===== src/rtl/locker_pkg.sv =====
// rtl/locker_pkg.sv - shared key codes, digit width and entry state encoding for the locker
package locker_pkg;

   localparam int DIGIT_W = 4;

   localparam logic [DIGIT_W-1:0] KEY_CLEAR = 4'hA;
   localparam logic [DIGIT_W-1:0] KEY_ENTER = 4'hB;
   localparam logic [DIGIT_W-1:0] KEY_BKSP  = 4'hC;

   typedef enum logic [1:0] {
      ST_IDLE,
      ST_ENTRY,
      ST_FULL
   } state_t;

   function automatic logic is_digit(input logic [DIGIT_W-1:0] key);
      return key <= 4'd9;
   endfunction

endpackage


===== src/rtl/entry_timer.sv =====
// rtl/entry_timer.sv - inactivity counter for code_entry; used only when CODE_TIMEOUT_EN is defined
module entry_timer #(
   parameter int TIMEOUT_CYCLES = 50000000
) (
   input  logic clk,
   input  logic rst_n,
   input  logic clr,
   input  logic run,
   output logic expire
);

   localparam int CW = (TIMEOUT_CYCLES > 1) ? $clog2(TIMEOUT_CYCLES) : 1;
   localparam logic [CW-1:0] LAST = CW'(TIMEOUT_CYCLES - 1);

   logic [CW-1:0] count;

   // A clear in the same cycle suppresses expiry so a late key always wins.
   assign expire = run && !clr && (count == LAST);

   always_ff @(posedge clk or negedge rst_n) begin
      if (!rst_n) begin
         count <= '0;
      end else if (clr || !run || expire) begin
         count <= '0;
      end else begin
         count <= count + CW'(1);
      end
   end

endmodule


===== src/rtl/code_entry.sv =====
// rtl/code_entry.sv - keypad digit collector presenting a packed code on ENTER
// Optional inactivity timeout enabled by defining CODE_TIMEOUT_EN.
module code_entry
   import locker_pkg::*;
#(
   parameter int NUM_DIGITS     = 4,
   parameter int TIMEOUT_CYCLES = 50000000
) (
   input  logic                              clk,
   input  logic                              rst_n,
   input  logic                              key_valid,
   input  logic [DIGIT_W-1:0]                key_code,
   output logic [0:NUM_DIGITS*DIGIT_W-1]     code_out,
   output logic                              code_valid,
   output logic [2:0]                        digit_cnt,
   output logic                              entry_err,
   output logic                              timeout
);

   localparam int         CODE_W   = NUM_DIGITS * DIGIT_W;
   localparam logic [2:0] CNT_FULL = 3'(NUM_DIGITS);

   state_t              state, state_n;
   logic [0:CODE_W-1]   entry_buf, buf_n;
   logic [2:0]          cnt_n;
   logic [0:CODE_W-1]   code_n;
   logic                valid_n;
   logic                err_n;
   logic                tout_n;
   logic                expire;

`ifdef CODE_TIMEOUT_EN
   entry_timer #(
      .TIMEOUT_CYCLES (TIMEOUT_CYCLES)
   ) u_timer (
      .clk    (clk),
      .rst_n  (rst_n),
      .clr    (key_valid),
      .run    (state != ST_IDLE),
      .expire (expire)
   );
`else
   logic unused_timeout_cfg;
   assign unused_timeout_cfg = (TIMEOUT_CYCLES == 0);
   assign expire = 1'b0;
`endif

   always_comb begin
      state_n = state;
      buf_n   = entry_buf;
      cnt_n   = digit_cnt;
      code_n  = code_out;
      valid_n = 1'b0;
      err_n   = 1'b0;
      tout_n  = 1'b0;

      if (key_valid) begin
         if (is_digit(key_code)) begin
            if (state == ST_FULL) begin
               err_n = 1'b1;
            end else begin
               // Slot 0 is the leftmost nibble, so digits fill in entry order.
               buf_n[int'(digit_cnt)*DIGIT_W +: DIGIT_W] = key_code;
               cnt_n   = digit_cnt + 3'd1;
               state_n = (cnt_n == CNT_FULL) ? ST_FULL : ST_ENTRY;
            end
         end else begin
            case (key_code)
               KEY_ENTER: begin
                  if (state == ST_FULL) begin
                     code_n  = entry_buf;
                     valid_n = 1'b1;
                  end else begin
                     err_n = 1'b1;
                  end
                  buf_n   = '0;
                  cnt_n   = 3'd0;
                  state_n = ST_IDLE;
               end
               KEY_CLEAR: begin
                  buf_n   = '0;
                  cnt_n   = 3'd0;
                  state_n = ST_IDLE;
               end
               KEY_BKSP: begin
                  if (state == ST_IDLE) begin
                     err_n = 1'b1;
                  end else begin
                     buf_n[(int'(digit_cnt) - 1)*DIGIT_W +: DIGIT_W] = '0;
                     cnt_n   = digit_cnt - 3'd1;
                     state_n = (cnt_n == 3'd0) ? ST_IDLE : ST_ENTRY;
                  end
               end
               default: begin
               end
            endcase
         end
      end else if (expire) begin
         buf_n   = '0;
         cnt_n   = 3'd0;
         state_n = ST_IDLE;
         tout_n  = 1'b1;
      end
   end

   always_ff @(posedge clk or negedge rst_n) begin
      if (!rst_n) begin
         state      <= ST_IDLE;
         entry_buf  <= '0;
         digit_cnt  <= 3'd0;
         code_out   <= '0;
         code_valid <= 1'b0;
         entry_err  <= 1'b0;
         timeout    <= 1'b0;
      end else begin
         state      <= state_n;
         entry_buf  <= buf_n;
         digit_cnt  <= cnt_n;
         code_out   <= code_n;
         code_valid <= valid_n;
         entry_err  <= err_n;
         timeout    <= tout_n;
      end
   end

endmodule


===== config.mk =====
export PLATFORM = sky130hd
export DESIGN_NAME = code_entry
export DESIGN_NICKNAME = d
export VERILOG_FILES = /design/src/rtl/locker_pkg.sv /design/src/rtl/entry_timer.sv /design/src/rtl/code_entry.sv
export SDC_FILE = /design/constraint.sdc
export NUM_CORES = 1
export LEC_CHECK = 0
export CORE_MARGIN = 4
export CORE_UTILIZATION = 55
export CTS_CLUSTER_DIAMETER = 120
export DETAILED_ROUTE_END_ITERATION = 6
export DONT_BUFFER_PORTS = 1
export GPL_TIMING_DRIVEN = 1
export PLACE_DENSITY = 0.81
export SYNTH_ARGS = -nofsm -noshare
export SYNTH_HDL_FRONTEND = slang
export SYNTH_HIERARCHICAL = 1
export SYNTH_SLANG_ARGS = --single-unit

===== constraint.sdc =====
create_clock -name clk -period 2.3 [get_ports clk]
set_input_delay 0.69 -clock clk [delete_from_list [all_inputs] [get_ports clk]]
set_output_delay 0.69 -clock clk [all_outputs]
set_load 0.02 [all_outputs]

==> flow_metrics.env, run 1 <==
export IMPL_outcome="finished clean"
export IMPL_dp_hpwl_microns=2680
export IMPL_clk_pin_slew_ps=70
export IMPL_clockBufferDepth=2
export IMPL_overflow=0
export IMPL_max_freq_mhz=528
export IMPL_cts_tree="built"
export IMPL_vias=1252
export IMPL_gp_congestion=0.946
export IMPL_synth_cell_types=42
export IMPL_via_per_inst=5.35
export IMPL_core_sq_um=3660
export IMPL_p_sw_frac=0.300
export IMPL_power_frac_comb=0.225
export IMPL_power_density_nw_per_um2=813
export IMPL_cap_violations=0
export IMPL_die_h_microns=69.7
export IMPL_finalHoldViolCount=0
export IMPL_dr_wl_met3_microns=127
export IMPL_drtIter0Drc=62
export IMPL_grt_pass1_wl_microns=6490
export IMPL_wl_met1_microns=1780
export IMPL_hold_buffers=0
export IMPL_area_growth_pct=5.73
export IMPL_period_needed_ps=1890
export IMPL_power_switching_uw=539
export IMPL_final_nets=200
export IMPL_rsz0062_at_grt="false"
export IMPL_wirelength_microns=3710
export IMPL_crit_fanout=6
export IMPL_crit_required_ps=2510
export IMPL_cts_resized=0
export IMPL_wl_met2_microns=1750
export IMPL_seqPwrFrac=0.451
export IMPL_ios=29
export IMPL_antenna_found_initial=0
export IMPL_p_int_mw=1.26
export IMPL_ys_warn_count=6
export IMPL_cp_end_kind="flop"
export IMPL_highest_layer="met4"
export IMPL_initial_core_util=0.572
export IMPL_postRouteAntennaNets=0
export IMPL_syn_area_sq_um=2090
export IMPL_h_tree_depth=2
export IMPL_cts_made_buffers=5
export IMPL_pwr_share_clk=0.324
export IMPL_multi_input_area_sq_um=952
export IMPL_setup_viol=0
export IMPL_grt_usage=0.167
export IMPL_clk_latency_ps=290
export IMPL_synth_top_area_frac=0.466
export IMPL_leakagePower_nw=1.02
export IMPL_vdd_ir_drop_max_uv=440
export IMPL_grt_pass1_vias=1318
export IMPL_yosysSeqAreaShare=0.466
export IMPL_criticalPathCategory="reg2reg"
export IMPL_die_area_sq_um=4860
export IMPL_pre_cts_ws_ps=364
export IMPL_rows=22
export IMPL_dr_pass1_iters=4
export IMPL_regArea_sq_um=976
export IMPL_hp_class="in2async"
export IMPL_fp_dieW_microns=69.7
export IMPL_synthCells=184
export IMPL_avgSynthCellArea_sq_um=11.4
export IMPL_clock_skew_ps=3.87
export IMPL_port_buffers=0
export IMPL_n_fill_cell=302
export IMPL_cts_setup_buffers=0
export IMPL_drive_gt1_frac=0.199
export IMPL_start_kind="flop"
export IMPL_synth_nets=199
export IMPL_cp_arrival_ps=2100
export IMPL_fin_crit_sh=0.824
export IMPL_final_core_util=0.605
export IMPL_ys_seq_elements=39
export IMPL_synth_largest_area_cell="dfrtp_1"
export IMPL_drc=0
export IMPL_cts_sinks=39
export IMPL_setup_slack_ps=405
export IMPL_drv_slew=0
export IMPL_synth_area_top_cells="dfrtp_1 (47%), mux2i_1 (7.6%), mux2_4 (6.5%), ha_1 (4.8%), inv_1 (3.8%)"
export IMPL_grt_max_degree=40
export IMPL_antenna_cells=0
export IMPL_root_buffer="clkbuf_8"
export IMPL_r2r_slack_ps=410
export IMPL_tns_ps=0
export IMPL_wl_per_cell_microns=15.8
==> power by group through the flow <==
| stage | logic, mW | registers [mW] | clock network [mW] |
|---|---|---|---|
| after CTS | 0.405 | 0.812 | 0.598 |
| after global placement | 0.391 | 0.821 | 0 |
| after floorplan | 0.339 | 0.823 | 0 |
| final | 0.405 | 0.811 | 0.584 |
| after global routing | 0.463 | 0.821 | 0.627 |
| after detailed placement | 0.402 | 0.825 | 0 |
==> final timing paths <==
check	depth (start not counted)	endpoint	start
setup / recovery	6	entry_buf[10]$_DFFE_PN0P_	digit_cnt[1]$_DFFE_PN0P_
hold / removal	0	code_valid$_DFF_PN0_	rst_n
setup reg to reg	6	entry_buf[10]$_DFFE_PN0P_	digit_cnt[1]$_DFFE_PN0P_
hold reg to reg	1	code_out[0]$_DFFE_PN0P_	entry_buf[0]$_DFFE_PN0P_
max in group asynchronous	0	entry_buf[4]$_DFFE_PN0P_	rst_n
min in group clk	1	code_out[0]$_DFFE_PN0P_	entry_buf[0]$_DFFE_PN0P_
==> state kept, by name, indices dropped and copies added (netlist names) <==
signal      cells
code_out       16
code_valid      1
digit_cnt       3
entry_buf      16
entry_err       1
state           2
==> through the flow <==
stage                     instance area, sq um  cells  hold WS, ps  total power [mW]
after global placement                    2100    226          395              1.21
final                                     2210    234         86.2              1.80
after floorplan                           2090    184          394              1.16
after global routing                      2210    234         70.9              1.91
after CTS                                 2210    234         77.9              1.81
after detailed placement                  2100    226          395              1.23
==> critical path, cell delays in order, from the launching register on <==
cell     delay (ps)
dfrtp_1         390
inv_1           150
ha_1            270
xnor2_1         190
a31oi_1         140
nor3b_2         420
mux2i_1         260
==> synthesized netlist by cell type <==
| library cell | instances |
|---|---|
| ha_1 | 8 |
| o221ai_2 | 1 |
| xnor2_1 | 1 |
| and4_1 | 3 |
| nor4b_4 | 1 |
| inv_1 | 21 |
| nor2_1 | 4 |
| nor2_2 | 1 |
| nand2_1 | 21 |
| a21o_1 | 1 |
| nor3_1 | 2 |
| o311ai_0 | 1 |
| or3_1 | 1 |
| mux2_1 | 1 |
| conb_1 | 1 |
| a22o_1 | 2 |
| nor3b_2 | 1 |
| a31oi_1 | 1 |
| nand4_1 | 1 |
| and2_1 | 1 |
| buf_6 | 5 |
| mux2i_1 | 16 |
| nor3b_1 | 1 |
| nand2b_1 | 4 |
| nand3_2 | 1 |
| mux2_2 | 7 |
| mux2_4 | 9 |
| a21oi_1 | 6 |
| nand3_4 | 1 |
| o22ai_1 | 1 |
| buf_4 | 3 |
| nand2b_2 | 1 |
| o221a_4 | 1 |
| and3_1 | 1 |
| buf_2 | 1 |
| o21ai_0 | 6 |
| dfrtp_1 | 39 |
| o32ai_1 | 1 |
| a31o_2 | 1 |
| clkbuf_1 | 1 |
| o21a_1 | 3 |
| nor2b_1 | 1 |
==> metal layers <==
| metal | vias to the layer above | global-route usage |
|---|---|---|
| met5 | - | 0 |
| met4 | 0 | 0.0681 |
| met3 | 6 | 0.0348 |
| met2 | 17 | 0.265 |
| met1 | 611 | 0.223 |
| li1 | 618 | - |
==> cell type report <==
| class | instances | area share |
|---|---|---|
| Clock buffer | 6 | 0.0373 |
| Clock inverter | 2 | 0.0158 |
| Inverter | 21 | 0.0356 |
| Multi-Input combinational cell | 114 | 0.430 |
| Sequential cell | 39 | 0.441 |
| Tap cell | 48 | 0.0271 |
| Timing Repair Buffer | 4 | 0.0136 |
==> cells in the final DEF (no fill, tap or decap), types with 2 or more instances in the layout <==
cell      instances
ha_1              8
nor2_1            4
a22o_1            2
a21oi_1           6
buf_4             4
inv_1            21
nand2_1          21
mux2_4            9
o21a_1            3
dfrtp_1          39
mux2i_1          16
mux2_2            7
nor3_1            2
o21ai_0           6
nand2b_1          4
and4_1            3
clkbuf_8          6
==> logic make-up (layout without fill, tap and decap cells) <==
| kind of cell | count (synthesis) | after routing | share of synthesized area |
|---|---|---|---|
| compound gates | 25 | 25 | 0.0866 |
| xor+xnor | 1 | 1 | 0.00418 |
| fa+ha+maj | 8 | 8 | 0.0478 |
| buf+inv | 31 | 33 | 0.0794 |
| flops | 39 | 39 | 0.466 |
| mux | 33 | 33 | 0.184 |
| other cells | 1 | 1 | 0.00179 |
| simple gates | 46 | 46 | 0.130 |
Note: power is estimated with default switching activity, not from simulation.
==> run 2, diff against run 1 <==
clock period = 1.79 ns   (was 2.3 ns; I/O delays follow)
==> run 2 against run 1 <==
Against the previous run:
- die area did not move
- critical path depth did not move
- hold slack got worse by 5.9 ps
- first-iteration DRC count rose by 120%
- cell count rose by 3.8%
- critical endpoint is now entry_buf[4]$_DFFE_PN0P_
- largest power group unchanged
- clock power rose by 30%
- core utilization rose by 3.2 points
- clock skew rose by 3.0 ps
- highest routed layer unchanged
==> flow_metrics.env, run 2 (same netlist as run 1, synthesis figures left out) <==
export IMPL_grt_max_degree=40
export IMPL_cp_end_kind="flop"
export IMPL_crit_required_ps=2000
export IMPL_drv_slew=0
export IMPL_multi_input_area_sq_um=985
export IMPL_gp_congestion=0.807
export IMPL_postRouteAntennaNets=0
export IMPL_wl_per_cell_microns=16.7
export IMPL_top_regs="code_out x16, entry_buf x16, digit_cnt x3"
export IMPL_final_core_util=0.637
export IMPL_cp_arrival_ps=1930
export IMPL_clk_pin_slew_ps=80
export IMPL_dr_pass1_iters=4
export IMPL_drtIter0Drc=137
export IMPL_via_per_inst=5.52
export IMPL_pre_cts_ws_ps=2.72
export IMPL_antenna_cells=0
export IMPL_n_fill_cell=261
export IMPL_wirelength_microns=4060
export IMPL_setup_viol=0
export IMPL_hp_class="in2async"
export IMPL_leakagePower_nw=1.07
export IMPL_crit_fanout=8
export IMPL_placedInstanceArea_sq_um=2180
export IMPL_grt_usage=0.176
export IMPL_fin_crit_sh=0.960
export IMPL_overflow=0
export IMPL_clock_skew_ps=6.90
export IMPL_finalPower_mw=2.47
export IMPL_outcome="finished clean"
export IMPL_whs_ps=80.2
export IMPL_h_tree_depth=2
export IMPL_cts_made_buffers=5
export IMPL_drc=0
export IMPL_dp_cells=232
export IMPL_layout_cells_non_filler=243
export IMPL_power_density_nw_per_um2=1060
export IMPL_root_buffer="clkbuf_8"
export IMPL_vdd_ir_drop_max_uv=666
export IMPL_final_nets=209
export IMPL_setup_slack_ps=71.4
export IMPL_start_kind="flop"
export IMPL_port_buffers=0
export IMPL_regArea_sq_um=980
export IMPL_layout_commonest_cell="dfrtp_1"
export IMPL_final_cell_mix="dfrtp_1 (36), nand2_1 (21), inv_1 (19)"
export IMPL_core_sq_um=3660
export IMPL_clk_latency_ps=290
export IMPL_area_growth_pct=11.4
export IMPL_tns_ps=0
export IMPL_initial_core_util=0.572
export IMPL_fp_dieW_microns=69.7
export IMPL_cap_violations=0
export IMPL_period_needed_ps=1720
export IMPL_die_h_microns=69.7
export IMPL_dp_hpwl_microns=2890
export IMPL_cts_tree="built"
export IMPL_rows=22
export IMPL_grt_pass1_wl_microns=6910
export IMPL_die_area_sq_um=4860
export IMPL_clockBufferDepth=2
export IMPL_criticalPathCategory="reg2reg"
export IMPL_antenna_found_initial=0
export IMPL_postLayoutCellArea_sq_um=2330
export IMPL_max_freq_mhz=582
export IMPL_finalHoldViolCount=0
export IMPL_vias=1341
export IMPL_cts_sinks=39
export IMPL_grt_pass1_vias=1407
export IMPL_drive_gt1_frac=0.277
export IMPL_ios=29
-- run 2: cell types whose count changed in the layout (fill, tap and decap cells not counted), sizes merged --
cell  change
buf       +9
-- run 2: final cells by class --
cell class              instances  share of cell area
flip-flops and latches         39               0.420
clock buffers                   6              0.0354
multi-input cells             114               0.422
well taps                      48              0.0257
repair buffers                 13              0.0472
clock inverters                 2              0.0150
inverters                      21              0.0349
-- run 2: worst paths after layout --
path,from,to,slack [ps],cells after the start
setup / recovery,state[1]$_DFFE_PN0P_,entry_buf[4]$_DFFE_PN0P_,70,6
hold / removal,rst_n,entry_buf[9]$_DFFE_PN0P_,80,1
setup reg to reg,state[1]$_DFFE_PN0P_,entry_buf[4]$_DFFE_PN0P_,70,6
hold reg to reg,entry_buf[5]$_DFFE_PN0P_,code_out[5]$_DFFE_PN0P_,510,1
max in group asynchronous,rst_n,state[1]$_DFFE_PN0P_,1500,1
min in group clk,key_code[2],entry_buf[9]$_DFFE_PN0P_,380,2
-- run 2: what timing repair did --
| item | 4_1_cts | 5_1_grt |
|---|---|---|
| endpoints found under the setup margin | 0 | 10 |
| setup buffers | 0 | 2 |
| gates resized for setup | 0 | 3 |
| endpoints found under the hold margin | 39 | 0 |
| hold buffers | 1 | 0 |
-- run 2: routing by layer --
| metal | part of all wire | up-vias | GRT usage |
|---|---|---|---|
| met5 | 0 | - | 0 |
| met2 | 0.50 | 40 | 0.292 |
| met1 | 0.44 | 659 | 0.223 |
| met3 | 0.042 | 8 | 0.0420 |
| li1 | - | 634 | - |
| met4 | 0.017 | 0 | 0.0660 |
-- run 2: power by group --
| part | switching (mW) | internal, mW | leakage [nW] |
|---|---|---|---|
| Sequential | 0.0923 | 0.955 | 0.533 |
| Combinational | 0.363 | 0.302 | 0.479 |
| Clock | 0.309 | 0.451 | 0.0612 |
| Total | 0.764 | 1.71 | 1.07 |
-- run 2: worst max-delay path, stage by stage, from the launching register on --
cell and delay (ps):
dfrtp_2 450, nand2b_1 130, o311ai_0 130, a21oi_1 280
buf_4 230, o221a_4 230, mux2i_1 190
